$ cat config.mk
export PLATFORM = sky130hd
export DESIGN_NAME = led_controller_array
export DESIGN_NICKNAME = d
export VERILOG_FILES = /design/src/rtl/led_ctrl_pkg.sv /design/src/rtl/led_pattern_gen.sv /design/src/rtl/led_controller_array.sv
export SDC_FILE = /design/constraint.sdc
export NUM_CORES = 1
export LEC_CHECK = 0
export CORE_MARGIN = 4
export CORE_UTILIZATION = 40
export DETAILED_ROUTE_END_ITERATION = 8
export SYNTH_ARGS = -nofsm -noshare
export SYNTH_HDL_FRONTEND = slang
export SYNTH_SLANG_ARGS = --single-unit
$ cat constraint.sdc
create_clock -name CLK -period 2.3 [get_ports CLK]
set_input_delay 0.23 -clock CLK [delete_from_list [all_inputs] [get_ports CLK]]
set_output_delay 0.23 -clock CLK [all_outputs]
set_load 0.01 [all_outputs]
$ cat src/rtl/led_ctrl_pkg.sv
// Shared types and helpers for the LED controller array: mode encoding,
// command width and broadcast address.
package led_ctrl_pkg;

  typedef logic [1:0] mode_t;

  localparam mode_t MODE_OFF    = 2'd0;
  localparam mode_t MODE_ON     = 2'd1;
  localparam mode_t MODE_BLINK1 = 2'd2;
  localparam mode_t MODE_BLINK2 = 2'd3;

  function automatic int cmd_width(input int addr_w);
    return addr_w + 2;
  endfunction

  // All-ones address of the given width selects every LED at once.
  function automatic logic [31:0] bcast_addr(input int addr_w);
    return (32'd1 << addr_w) - 32'd1;
  endfunction

endpackage

$ cat src/rtl/led_pattern_gen.sv
// Free-running blink source: p1 toggles every P1_HALF cycles, and p2 toggles
// on each rising edge of p1.
module led_pattern_gen #(
  parameter int P1_HALF = 1000000,
  parameter int CNT_W   = 20
) (
  input  logic CLK,
  input  logic RESET,
  output logic p1,
  output logic p2
);

  logic [CNT_W-1:0] r_cnt;

  // NOTE: state uses non-blocking assignments so every flop samples pre-edge values.
  always_ff @(posedge CLK or negedge RESET) begin
    if (!RESET) begin
      r_cnt <= '0;
      p1    <= 1'b0;
      p2    <= 1'b0;
    end else if (r_cnt == CNT_W'(P1_HALF - 1)) begin
      r_cnt <= '0;
      p1    <= ~p1;
      if (!p1) p2 <= ~p2;
    end else begin
      r_cnt <= r_cnt + 1'b1;
    end
  end

endmodule

$ cat src/rtl/led_controller_array.sv
// Serial-command LED controller: synchronised SCLK/DATA/LATCH, per-LED 2-bit
// modes with addressed or broadcast writes, and registered LED outputs.
module led_controller_array
  import led_ctrl_pkg::*;
#(
  parameter int NUM_LEDS = 20,
  parameter int ADDR_W   = 5,
  parameter int P1_HALF  = 1000000,
  parameter int CNT_W    = 20
) (
  input  logic                CLK,
  input  logic                RESET,
  input  logic                SCLK,
  input  logic                DATA,
  input  logic                LATCH,
  output logic [NUM_LEDS-1:0] LED,
  output logic                CMD_OK,
  output logic                CMD_ERR
);

  localparam int CMD_W = cmd_width(ADDR_W);
  localparam int BC_W  = $clog2(CMD_W + 2);
  localparam logic [ADDR_W-1:0] BCAST = ADDR_W'(bcast_addr(ADDR_W));

  logic r_sclk_s1, r_sclk_s2, r_sclk_s3;
  logic r_data_s1, r_data_s2;
  logic r_latch_s1, r_latch_s2, r_latch_s3;

  logic [CMD_W-1:0]    r_shift;
  logic [BC_W-1:0]     r_cnt;
  mode_t               r_mode [NUM_LEDS];
  logic [NUM_LEDS-1:0] r_led;
  logic                r_ok, r_err;

  logic              w_sclk_rise, w_latch_rise;
  logic              w_wr_one, w_wr_all;
  logic              w_p1, w_p2;
  mode_t             w_mode_f;
  logic [ADDR_W-1:0] w_addr;

  always_ff @(posedge CLK or negedge RESET) begin
    if (!RESET) begin
      {r_sclk_s1, r_sclk_s2, r_sclk_s3}    <= '0;
      {r_data_s1, r_data_s2}               <= '0;
      {r_latch_s1, r_latch_s2, r_latch_s3} <= '0;
    end else begin
      {r_sclk_s3, r_sclk_s2, r_sclk_s1}    <= {r_sclk_s2, r_sclk_s1, SCLK};
      {r_data_s2, r_data_s1}               <= {r_data_s1, DATA};
      {r_latch_s3, r_latch_s2, r_latch_s1} <= {r_latch_s2, r_latch_s1, LATCH};
    end
  end

  assign w_sclk_rise  = r_sclk_s2 & ~r_sclk_s3;
  assign w_latch_rise = r_latch_s2 & ~r_latch_s3;
  assign w_mode_f     = r_shift[CMD_W-1:ADDR_W];
  assign w_addr       = r_shift[ADDR_W-1:0];

  // Bit clocks are ignored while LATCH is high, so a latch sees the finished word.
  always_ff @(posedge CLK or negedge RESET) begin
    if (!RESET) begin
      r_shift <= '0;
      r_cnt   <= '0;
    end else if (w_latch_rise) begin
      r_cnt <= '0;
    end else if (w_sclk_rise && !r_latch_s2) begin
      r_shift <= {r_shift[CMD_W-2:0], r_data_s2};
      if (r_cnt != BC_W'(CMD_W + 1)) r_cnt <= r_cnt + 1'b1;
    end
  end

  // NOTE: every output of this block gets a default first, so no latch is inferred.
  always_comb begin
    w_wr_one = 1'b0;
    w_wr_all = 1'b0;
    if (w_latch_rise && (r_cnt == BC_W'(CMD_W))) begin
      if (w_addr == BCAST)                    w_wr_all = 1'b1;
      else if (w_addr < ADDR_W'(NUM_LEDS))    w_wr_one = 1'b1;
    end
  end

  // NOTE: the mode array is reset explicitly, since LEDs must come up dark.
  always_ff @(posedge CLK or negedge RESET) begin
    if (!RESET) begin
      for (int i = 0; i < NUM_LEDS; i++) r_mode[i] <= MODE_OFF;
      r_ok  <= 1'b0;
      r_err <= 1'b0;
    end else begin
      for (int i = 0; i < NUM_LEDS; i++) begin
        if (w_wr_all || (w_wr_one && (w_addr == ADDR_W'(i)))) r_mode[i] <= w_mode_f;
      end
      r_ok  <= w_wr_one | w_wr_all;
      r_err <= w_latch_rise & ~(w_wr_one | w_wr_all);
    end
  end

  led_pattern_gen #(
    .P1_HALF (P1_HALF),
    .CNT_W   (CNT_W)
  ) u_pattern (
    .CLK   (CLK),
    .RESET (RESET),
    .p1    (w_p1),
    .p2    (w_p2)
  );

  always_ff @(posedge CLK or negedge RESET) begin
    if (!RESET) begin
      r_led <= '0;
    end else begin
      for (int i = 0; i < NUM_LEDS; i++) begin
        case (r_mode[i])
          MODE_OFF:    r_led[i] <= 1'b0;
          MODE_ON:     r_led[i] <= 1'b1;
          MODE_BLINK1: r_led[i] <= w_p1;
          default:     r_led[i] <= w_p2;
        endcase
      end
    end
  end

  assign LED     = r_led;
  assign CMD_OK  = r_ok;
  assign CMD_ERR = r_err;

endmodule

==> impl_metrics.ini <==
[status]
status = complete, no violations

[synth]
syn_nets = 382
synth-edff-count = 0
syn_avg_cell_area_sq_um = 11.9
syn-instance-count = 374
netlist_area_sq_um = 4460
yosysWarnings = 0
yosysUniqueCellTypes = 48
synth-seq-area-share_pct = 57.8
synth_seq_cells = 103
async_reset_ff_share_pct = 100
synth_flop_cell = dfrtp_1

[grt]
grt_pass1_vias = 3015
grt_usage_pct = 14.5
grt_overflow = 0
grt_start_max_net_pins = 38
grt_pass1_wl_microns = 15100
grt_antenna_before_repair = 0

[detailed_routing]
wl_per_cell_microns = 15.7
wl_microns = 8650
initialDrtViolationCount = 221
num_vias = 3001
remaining_drc_errors = 0
postRouteAntennaNets = 0
viasPerCell = 5.44
dr.pass1.iters = 4

[die]
start_util_pct = 40.9
dieArea_sq_um = 12900
rows = 38
die_w_microns = 114
core_sq_um = 10900
die_h_microns = 114
io_pins = 27

[setup_path]
path_class = flip-flop to flip-flop
cp_max_fo = 8
slowest_stage = nor4_1
rr_startpoint = r_cnt[1]
critPathArrivalTime_ns = 2.40
cp_num_buf_inv = 0
reg2regPathDepth = 5
reg2reg_setup_slack_ns = 0.15
max_stage_delay_ns = 0.57
cp-end-kind = flip-flop
path_cells = ha_1 -> nand4b_2 -> nor4_1 -> a21o_1 -> mux2_2
start_kind = flip-flop
r2r_end = r_mode[35]
cp.required_ns = 2.55
critPathTopFamily = simple AND/OR/NAND/NOR gates

[place]
placed_cells = 535
port_buffers = 26
gp_congestion = 0.811
postPlaceCellArea_sq_um = 4920
hpwl_microns = 5960

[clocking]
root_buffer = clkbuf_8
clockBufferDepth = 2
clk_latency_ns = 0.36
clk_pin_slew_worst_paths_ns = 0.10
cts_sinks = 103
htree_levels = 3
cts_inserted_buffers = 9
cts_tree = built
cts_setup_buffers = 0

[timing]
fin_skew_ns = 0.0137
final-hold-violation-count = 0
fin_setup_tns_ns = 0
setup_viol = 0
rsz0062_at_grt = false
fin_crit_ns = 2.15
worst_pin_slew_ns = 0.766
fmax_mhz = 465
slew_headroom_pct = 48.9
fin_crit_sh_pct = 93.5
timing.final.max_slew_violations = 0

[final_layout]
final_area_sq_um = 5170
antennaDiodeCount = 0
syn_to_final_growth_pct = 16.1
multiInputGateArea_sq_um = 1780
drive_above_1_share_pct = 22.1
stdcell_count = 552
seqCellArea_sq_um = 2580
fill_cells = 970
final_util_pct = 47.5
nets = 415

[power_and_ir_drop]
combPwrFrac_pct = 15.0
p_clk_share_pct = 33.0
p_seq_share_pct = 52.1
cellLeakagePower_uw = 0.00235
p_int_uw = 2750
switchingPower_uw = 1130
powerDensity_nw_per_um2 = 751
peakVddDrop_mv = 0.454
swShare_pct = 29.2

[min_path]
min_from = LATCH
hold_end = r_latch_s1
hold_class = input pin to flip-flop
min_delay_path_depth = 1

[run]
drv_cap = 0
## cells in the final DEF (no fill, tap or decap), drive strengths merged, types with 3 or more instances in the layout
master / synthesis / final
clkbuf: 14 / 9
nor4: 6 / 6
or2: 6 / 6
nor2b: 4 / 4
or4: 4 / 4
nand4: 9 / 9
nor2: 23 / 23
dfrtp: 103 / 103
xor2: 12 / 12
and3: 5 / 5
a31oi: 23 / 23
nor3: 4 / 4
inv: 5 / 8
o21ai: 9 / 9
buf: 6 / 16
a21o: 3 / 3
and4: 3 / 3
ha: 3 / 3
nand3: 13 / 13
mux2: 42 / 42
clkdlybuf4s50: 0 / 25
a21oi: 30 / 30
nand2b: 4 / 4
xnor2: 11 / 11
nand2: 9 / 9
## layout make-up
class                      instances  area share, %
sequential                       103           49.8
multi-input combinational        246           34.5
timing repair buffer              42           7.35
tap                              140           3.39
clock buffer                       9           2.39
clock inverter                     7           2.20
inverter                           5          0.363
## logic make-up after synthesis
| group | count (synthesis) | synth area share, % |
|---|---|---|
| flip-flops | 103 | 57.8 |
| buffers and inverters | 25 | 2.27 |
| AND/OR/NAND/NOR | 101 | 13.3 |
| XOR/XNOR | 23 | 4.69 |
| AO/OA/AOI/OAI | 76 | 10.2 |
| multiplexers | 43 | 10.8 |
| adder cells (fa/ha/maj) | 3 | 0.842 |
## routing by layer
layer	global-route usage, %	up-vias	part of all wire, %
met5	0	-	0
met4	3.85	0	0.86
met3	3.24	4	3.0
met2	23.3	46	50
met1	20.0	1527	46
li1	-	1424	-
## power groups by stage
stage          registers, uW  logic (uW)  clock network [uW]
3_3_place_gp            2060         559                   0
2_1_floorplan           1950         448                   0
6_report                2020         581                1280
4_1_cts                 2020         582                1330
3_5_place_dp            2060         577                   0
5_1_grt                 2050         650                1410
## cell usage after synthesis (2+ instances only)
cell type,instances,share of area [%]
nand2b_1,4,0.56
o2111ai_1,2,0.39
nor2_2,2,0.28
and4_1,2,0.39
and3_1,4,0.56
inv_1,5,0.42
nor2_1,21,1.8
o221a_2,2,0.51
ha_1,3,0.84
nor2b_1,4,0.56
nand2_1,9,0.76
o31ai_1,2,0.34
o22ai_1,2,0.28
nor4_1,5,0.70
nand4_1,9,1.3
and2_1,2,0.28
or4_1,3,0.51
a221oi_1,2,0.39
xnor2_1,11,2.2
buf_1,5,0.42
clkbuf_1,14,1.2
xor2_1,11,2.2
nor3b_1,2,0.34
o21ai_0,9,1.0
or2_2,5,0.70
a31oi_1,23,3.2
nand3_1,13,1.5
a21oi_1,30,3.4
a21o_1,3,0.51
mux2_2,42,11
nor3_1,4,0.45
dfrtp_1,103,58
## worst max path at each step
stage	from	to	slack [ns]	cells past startpoint
floorplan	u_pattern.r_cnt[7]	u_pattern.r_cnt[1]	0.47	4
CTS	r_cnt[1]	r_mode[34]	0.15	5
global placement	r_cnt[1]	r_mode[35]	0.25	5
finish	r_cnt[1]	r_mode[35]	0.15	5
detailed placement	r_cnt[1]	r_mode[35]	0.19	5
global route	r_cnt[1]	r_mode[34]	0.01	5
## sequential cells by signal, indices dropped and copies added, names as in the netlist, 4 cells and up
register	count
LED	20
r_mode	40
u_pattern.r_cnt	20
r_cnt	4
r_shift	7
## stage by stage
| stage | hold slack, ns | worst slack, ns | total power (uW) |
|---|---|---|---|
| after floorplan | -0.0656 | 0.467 | 2400 |
| after global placement | 0.218 | 0.248 | 2620 |
| after detailed placement | 0.224 | 0.191 | 2640 |
| after CTS | 0.270 | 0.154 | 3930 |
| after global routing | 0.274 | 0.00988 | 4110 |
| final | 0.297 | 0.150 | 3880 |
## timing repair
item,4_1_cts,5_1_grt
hold endpoints to repair,34,0
gates resized for setup,0,1
hold buffers,1,0
endpoints found under the setup margin,0,6
## worst register-to-register path: stages (launching register included)
cell	delay, ns
dfrtp_1	0.40
ha_1	0.23
nand4b_2	0.28
nor4_1	0.57
a21o_1	0.23
mux2_2	0.33
(Power assumes the default switching activity.)
